`src/rtl/adc_osr_receiver_if.sv`:
```
// rtl/adc_osr_receiver_if.sv - frame-sum output stream between the OSR receiver and its consumer
interface adc_osr_receiver_if #(
  parameter int ACC_BITS = 20
);
  logic [ACC_BITS-1:0] data_out;
  logic                data_valid_out;
  logic                data_ready_in;

  modport master (
    output data_out,
    output data_valid_out,
    input  data_ready_in
  );

  modport slave (
    input  data_out,
    input  data_valid_out,
    output data_ready_in
  );
endinterface

```
`src/rtl/adc_osr_receiver.sv`:
```
// rtl/adc_osr_receiver.sv - sums 1/4/16/64/256 SAR results per frame; optional OSR_SKIP_FIRST_EN drops first sample after reset
module adc_osr_receiver #(
  parameter int RESULT_BITS = 12,
  parameter int ACC_BITS    = 20
) (
  input  logic                   clk,
  input  logic                   rst,
  input  logic [RESULT_BITS-1:0] result_in,
  input  logic                   conv_finished_strobe_in,
  input  logic [2:0]             osr_mode_in,
  adc_osr_receiver_if.master     out_if,
  output logic                   overrun_out
);

  typedef enum logic {IDLE, ACCUM} state_t;

  state_t              state;
  logic                strobe_q;
  logic [2:0]          mode_q;
  logic [8:0]          cnt;
  logic [ACC_BITS-1:0] acc;
  logic                accept;
  logic                skip;
  logic                take;
  logic                last;
  logic [8:0]          frame_n;
  logic [ACC_BITS-1:0] sum;

  function automatic logic [8:0] frame_len(input logic [2:0] m);
    case (m)
      3'd1:    frame_len = 9'd4;
      3'd2:    frame_len = 9'd16;
      3'd3:    frame_len = 9'd64;
      3'd4:    frame_len = 9'd256;
      default: frame_len = 9'd1;
    endcase
  endfunction

  assign accept = conv_finished_strobe_in & ~strobe_q;

`ifdef OSR_SKIP_FIRST_EN
  logic skip_done;
  assign skip = ~skip_done;
`else
  assign skip = 1'b0;
`endif

  assign take = accept & ~skip;

  // The first sample of a frame uses the live mode; later samples use the latched one.
  always_comb begin
    frame_n = frame_len((state == IDLE) ? osr_mode_in : mode_q);
    sum     = ((state == IDLE) ? '0 : acc) + {{(ACC_BITS-RESULT_BITS){1'b0}}, result_in};
    last    = ((cnt + 9'd1) == frame_n);
  end

  always_ff @(posedge clk or posedge rst) begin
    if (rst) begin
      state                 <= IDLE;
      strobe_q              <= 1'b1;
      mode_q                <= 3'd0;
      cnt                   <= 9'd0;
      acc                   <= '0;
      out_if.data_out       <= '0;
      out_if.data_valid_out <= 1'b0;
      overrun_out           <= 1'b0;
`ifdef OSR_SKIP_FIRST_EN
      skip_done             <= 1'b0;
`endif
    end else begin
      strobe_q <= conv_finished_strobe_in;
`ifdef OSR_SKIP_FIRST_EN
      if (accept) skip_done <= 1'b1;
`endif
      if (take) begin
        if (state == IDLE) mode_q <= osr_mode_in;
        if (last) begin
          acc   <= '0;
          cnt   <= 9'd0;
          state <= IDLE;
        end else begin
          acc   <= sum;
          cnt   <= cnt + 9'd1;
          state <= ACCUM;
        end
      end

      // A completing frame wins over a handshake; overwriting unread data is an overrun.
      if (take && last) begin
        out_if.data_out       <= sum;
        out_if.data_valid_out <= 1'b1;
        if (out_if.data_valid_out && !out_if.data_ready_in) overrun_out <= 1'b1;
      end else if (out_if.data_valid_out && out_if.data_ready_in) begin
        out_if.data_valid_out <= 1'b0;
      end
    end
  end

endmodule
```
`src/flat_wrapper.sv`:
```
// flat-port wrapper written by rule: the top's interface ports become plain ports
module adc_osr_receiver_flat 
#(
  parameter int RESULT_BITS = 12,
  parameter int ACC_BITS    = 20
)
  (clk, rst, result_in, conv_finished_strobe_in, osr_mode_in, overrun_out, out_if_data_out, out_if_data_valid_out, out_if_data_ready_in);
  adc_osr_receiver_if #(.ACC_BITS(ACC_BITS)) out_if_i ();
  input  logic clk;
  input  logic rst;
  input  logic [RESULT_BITS-1:0] result_in;
  input  logic conv_finished_strobe_in;
  input  logic [2:0] osr_mode_in;
  output logic overrun_out;
  output wire logic [$bits(out_if_i.data_out)-1:0] out_if_data_out;
  output wire logic [$bits(out_if_i.data_valid_out)-1:0] out_if_data_valid_out;
  input wire logic [$bits(out_if_i.data_ready_in)-1:0] out_if_data_ready_in;
  assign out_if_data_out = out_if_i.data_out;
  assign out_if_data_valid_out = out_if_i.data_valid_out;
  assign out_if_i.data_ready_in = out_if_data_ready_in;
  adc_osr_receiver #(.RESULT_BITS(RESULT_BITS), .ACC_BITS(ACC_BITS)) u_core (.clk(clk), .rst(rst), .result_in(result_in), .conv_finished_strobe_in(conv_finished_strobe_in), .osr_mode_in(osr_mode_in), .out_if(out_if_i), .overrun_out(overrun_out));
endmodule
```
`config.mk`:
```
export PLATFORM = sky130hd
export DESIGN_NAME = adc_osr_receiver_flat
export DESIGN_NICKNAME = d
export VERILOG_FILES = /design/src/rtl/adc_osr_receiver_if.sv /design/src/rtl/adc_osr_receiver.sv /design/src/flat_wrapper.sv
export SDC_FILE = /design/constraint.sdc
export NUM_CORES = 1
export LEC_CHECK = 0
export BUFFER_PORTS_ARGS = -buffer_cell sky130_fd_sc_hd__buf_2
export CORE_ASPECT_RATIO = 1.4
export CORE_MARGIN = 2
export CORE_UTILIZATION = 60
export CTS_CLUSTER_SIZE = 40
export DETAILED_ROUTE_END_ITERATION = 7
export HOLD_SLACK_MARGIN = 0.1
export PLACE_DENSITY_LB_ADDON = 0.12
export SYNTH_ARGS = -nofsm -noshare
export SYNTH_HDL_FRONTEND = slang
export SYNTH_SLANG_ARGS = --single-unit
```
`constraint.sdc`:
```
create_clock -name clk -period 6.3 [get_ports clk]
set_input_delay 0.315 -clock clk [delete_from_list [all_inputs] [get_ports clk]]
set_output_delay 0.315 -clock clk [all_outputs]
set_load 0.005 [all_outputs]
```
Word level (Yosys, flattened, before mapping):

Cells that the tools add are included.

* register bits: 56
* input port bits: 19
* output and inout port bits: 22
* word-level logic and storage cells: 31

* add/subtract/negate cells: 2
* equal/unequal tests: 5
* multiplexer cells: 8
* bitwise gates (word level): 2
* reductions and logical operators: 6

Operators by type and width (number)
* $mux 20: 2
* $pmux 9 s4: 1
* $add 20x12->20: 1
* $add 9x1->9 const B: 1
* $eq 9x9->1: 1
* $mux 9: 1
* $eq 3x2->1 const B: 2
* $eq 3x1->1 const B: 1
* $eq 3x3->1 const B: 1
* $logic_and 1x1->1: 3
* $mux 1: 3
* $mux 3: 1
* $reduce_and 2->1: 1
* $reduce_bool 2->1: 1
* $and 1x1->1: 1
* $logic_not 1->1: 1
* $not 1->1: 1

Longest topological paths before layout:

* word-level depth: 6
* mapped depth: 14
* mapped depth without buffers: 10

Worst setup path after synthesis:

OpenSTA, ideal clock, no wires.

* path type: flip-flop to flip-flop
* start: reg u_core.state
* end: reg u_core.acc[18]
* arrival: 3.366 ns
* required time: 6.174 ns
* setup slack: 2.808 ns
* stages on the path, launching flop included: 15
* buffers on the path: 4
* period minus slack after synthesis: 3.492 ns
* path through: dfrtp_1 buf_2 clkbuf_1 clkbuf_1 clkbuf_1 and2_1 ha_1 fa_1 a211oi_1 o211ai_1 nand4_1 a311oi_2 nand3_1 and3_1 a221o_1

* word-level cells in the longest chain between the ends: 5

Ends and longest elaborated chain
* from (decl): RTL line adc_osr_receiver.sv:17 `state_t state;`
* from (signal assigned): RTL line adc_osr_receiver.sv:59 `state <= IDLE;`
* from (signal assigned): RTL line adc_osr_receiver.sv:80 `state <= IDLE;`
* from (signal assigned): RTL line adc_osr_receiver.sv:84 `state <= ACCUM;`
* branches (longest 4 deep; another with $add 20x12->20)
* $mux 20 *: RTL line adc_osr_receiver.sv:77 `if (last) begin`
* to (signal assigned): RTL line adc_osr_receiver.sv:82 `acc <= sum;`
* to (decl): RTL line adc_osr_receiver.sv:21 `logic [ACC_BITS-1:0] acc;`

Every way passes the cells marked *.
A chain may end at the register's enable or synchronous reset.

Worst setup path after layout:

Ends and elaborated chain as after synthesis.

==> run summary <==
Status: completed
Slowest Stage Delay on Critical Path: 0.56 ns
Vias in the first global route: 2825
Data required, critical path: 6.49 ns
DRC: 0
Diode count: 0
Synth unique cells: 59
DR vias/cell: 6.08
Max VDD drop: 0.231 mV
TritonCTS Sinks: 56
H-tree levels: 2
Ys Warns: 0
Hold Path Depth: 1
Synth top cells by count: dfrtp_1, nand2_1, o21ai_0
Slew of the pin with the lowest slew margin: 0.717 ns
Final setup vio count: 0
Max Cap Viol: 0
Final worst path period share: 52.3%
Arrival time worst endpoint: 3.48 ns
CTS Buffer Depth: 2
Die height: 93.9 um
CTS root buffer: clkbuf_8
Die area: 6410 um2
Drt total wl: 7.69 mm
Fmax: 304 MHz
Flops & latches, synth: 56
TritonCTS buffer count: 5
I/O pin total: 41
Synth top area share: 39.7%
Final ANT Viol Nets: 0
Main flop type after synthesis: dfrtp_1
Clock Skews: 0.0173 ns
Total GRT Usage: 26.1%
Post-synth EDFFs: 0
Worst-path fanout max: 39
Worst-path clk slew: 0.10 ns
R2R cell count: 11
Async SR Flop Fraction: 100%
Core area: 5530 um2
Hold Vio Cnt, Final: 0
Critical path capture point type: flip-flop
Die X: 68.2 um
Post-CTS Hold Buffers: 0
Drt pass-1 iters: 4
Dpl hpwl: 5.24 mm
PD cells: 479 nW/um2
Grt ovf: 0
Largest net degree at the start of global routing: 57
Syn nets: 397
Routed vias: 2832
Util after Layout: 68.3%
Initial antenna violation count: 0
Leakage power: 1.75 nW
Most frequent cell after synthesis: dfrtp_1
# Post-CTS Setup Buffers: 0
Mapped Area: 3460 um2
Slew Limit Fails: 0
Post-synth top area cell: dfrtp_1
Wire per inst: 16.5 um
Mean Syn Cell Area: 9.52 um2
Minimum clock period: 3.29 ns
RSZ-0062 raised after global routing: false
DRT iter0 DRCs: 112
Post-CTS sizing: 0
Nets: 430
Critical path startpoint category: flip-flop
CP Cell Sequence: buf_4, and2_1, ha_1, fa_1, a211oi_1, o211ai_1, nand4_1, a311oi_2, nand3_1, and3_1, a221o_1
Initial Utilization: 62.7%
Synth Instances: 364
First-pass GRT wire length: 12.9 mm
PortBufs: 40
Tightest Hold Check Type: in2reg
Placer congestion estimate: 0.830
P&R area growth vs syn: 8.85%
Worst slew margin: 52.2%
Layout cells sized above 1: 18.1%
Setup_tns: 0 ns
Clk_lat worst skew: 0.31 ns
CP max-delay cell: a311oi_2
Register area share after synthesis: 40.5%
Top cells by area, synth: dfrtp_1, ha_1, nand2_1
Setup CP Type: reg2reg
FILL cells: 464
Clock tree from TritonCTS: yes
Rows: 32
-- sequential cells by signal, indices dropped and copies added, names as in the netlist --
name and flops:
u_core.out_if.data_valid_out 1, u_core.strobe_q 1, u_core.mode_q 3, u_core.acc 20, u_core.out_if.data_out 20, u_core.state 1
u_core.overrun_out 1, u_core.cnt 9
-- where the power goes --
group          switching, mW  internal (mW)  total [mW]
Combinational          0.524          0.454       0.978
Clock                  0.114         0.0901       0.204
Sequential             0.123          0.502       0.625
Total                  0.761           1.05        1.81
-- through the flow --
step | cell area (um2) | cells | hold WS, ns | setup slack (ns) | total power, mW
final | 3770 | 466 | 0.117 | 3.01 | 1.81
after global routing | 3770 | 466 | 0.110 | 2.76 | 1.96
after global placement | 3680 | 458 | 0.437 | 3.22 | 1.55
after detailed placement | 3680 | 458 | 0.441 | 3.08 | 1.59
after CTS | 3770 | 466 | 0.110 | 3.03 | 1.81
after floorplan | 3460 | 364 | 0.319 | 2.81 | 1.37
-- final timing paths --
kind                                          from                   endpoint  slack, ns
setup / recovery                      u_core.state             u_core.acc[18]       3.01
hold / removal             conv_finished_strobe_in            u_core.strobe_q       0.12
setup reg to reg                      u_core.state             u_core.acc[18]       3.01
hold reg to reg                 u_core.overrun_out         u_core.overrun_out       0.48
max in group asynchronous                      rst  u_core.out_if.data_out[4]       5.63
min in group asynchronous                      rst  u_core.out_if.data_out[3]       0.17
-- layout make-up --
type | instances | area, um2 | share of cell area [%]
clock buffers | 8 | 90.1 | 2.39
multi-input cells | 279 | 1920 | 51.0
flip-flops and latches | 56 | 1400 | 37.2
inverters | 11 | 41.3 | 1.09
well taps | 68 | 85.1 | 2.26
repair buffers | 44 | 230 | 6.10
-- worst max-delay path: cells and delay by family (launching register included) --
| kind | cells | cell delay [ns] |
|---|---|---|
| buf+inv | 1 | 0.33 |
| fa+ha+maj | 2 | 0.43 |
| compound gates | 4 | 1.23 |
| flops | 1 | 0.34 |
| simple gates | 4 | 0.83 |
-- cell usage in the layout (no fill, tap or decap), types with 10 or more instances in the layout --
master	n
dfrtp_1	55
and2_1	13
nand2_1	43
nor2_1	20
xor2_1	14
ha_1	13
inv_1	10
xnor2_1	10
buf_2	40
a21oi_1	15
nand3_1	11
o21ai_0	30
-- per-layer routing --
metal  vias to the layer above  wire length, um  track usage (%)
li1                       1380                -                -
met1                      1378             3220             32.5
met2                        64             4070             46.6
met3                        10              316             3.36
met4                         0               93             6.67
met5                         -                0                0
-- logic make-up after synthesis --
| kind of cell | count (synthesis) | synth area share, % |
|---|---|---|
| flip-flops | 56 | 40.5 |
| XOR/XNOR | 24 | 6.07 |
| multiplexers | 19 | 6.39 |
| AO/OA/AOI/OAI | 90 | 17.3 |
| AND/OR/NAND/NOR | 132 | 20.4 |
| buffers and inverters | 29 | 4.04 |
| adder cells (fa/ha/maj) | 14 | 5.27 |
Power figures use the tool's default switching activity.
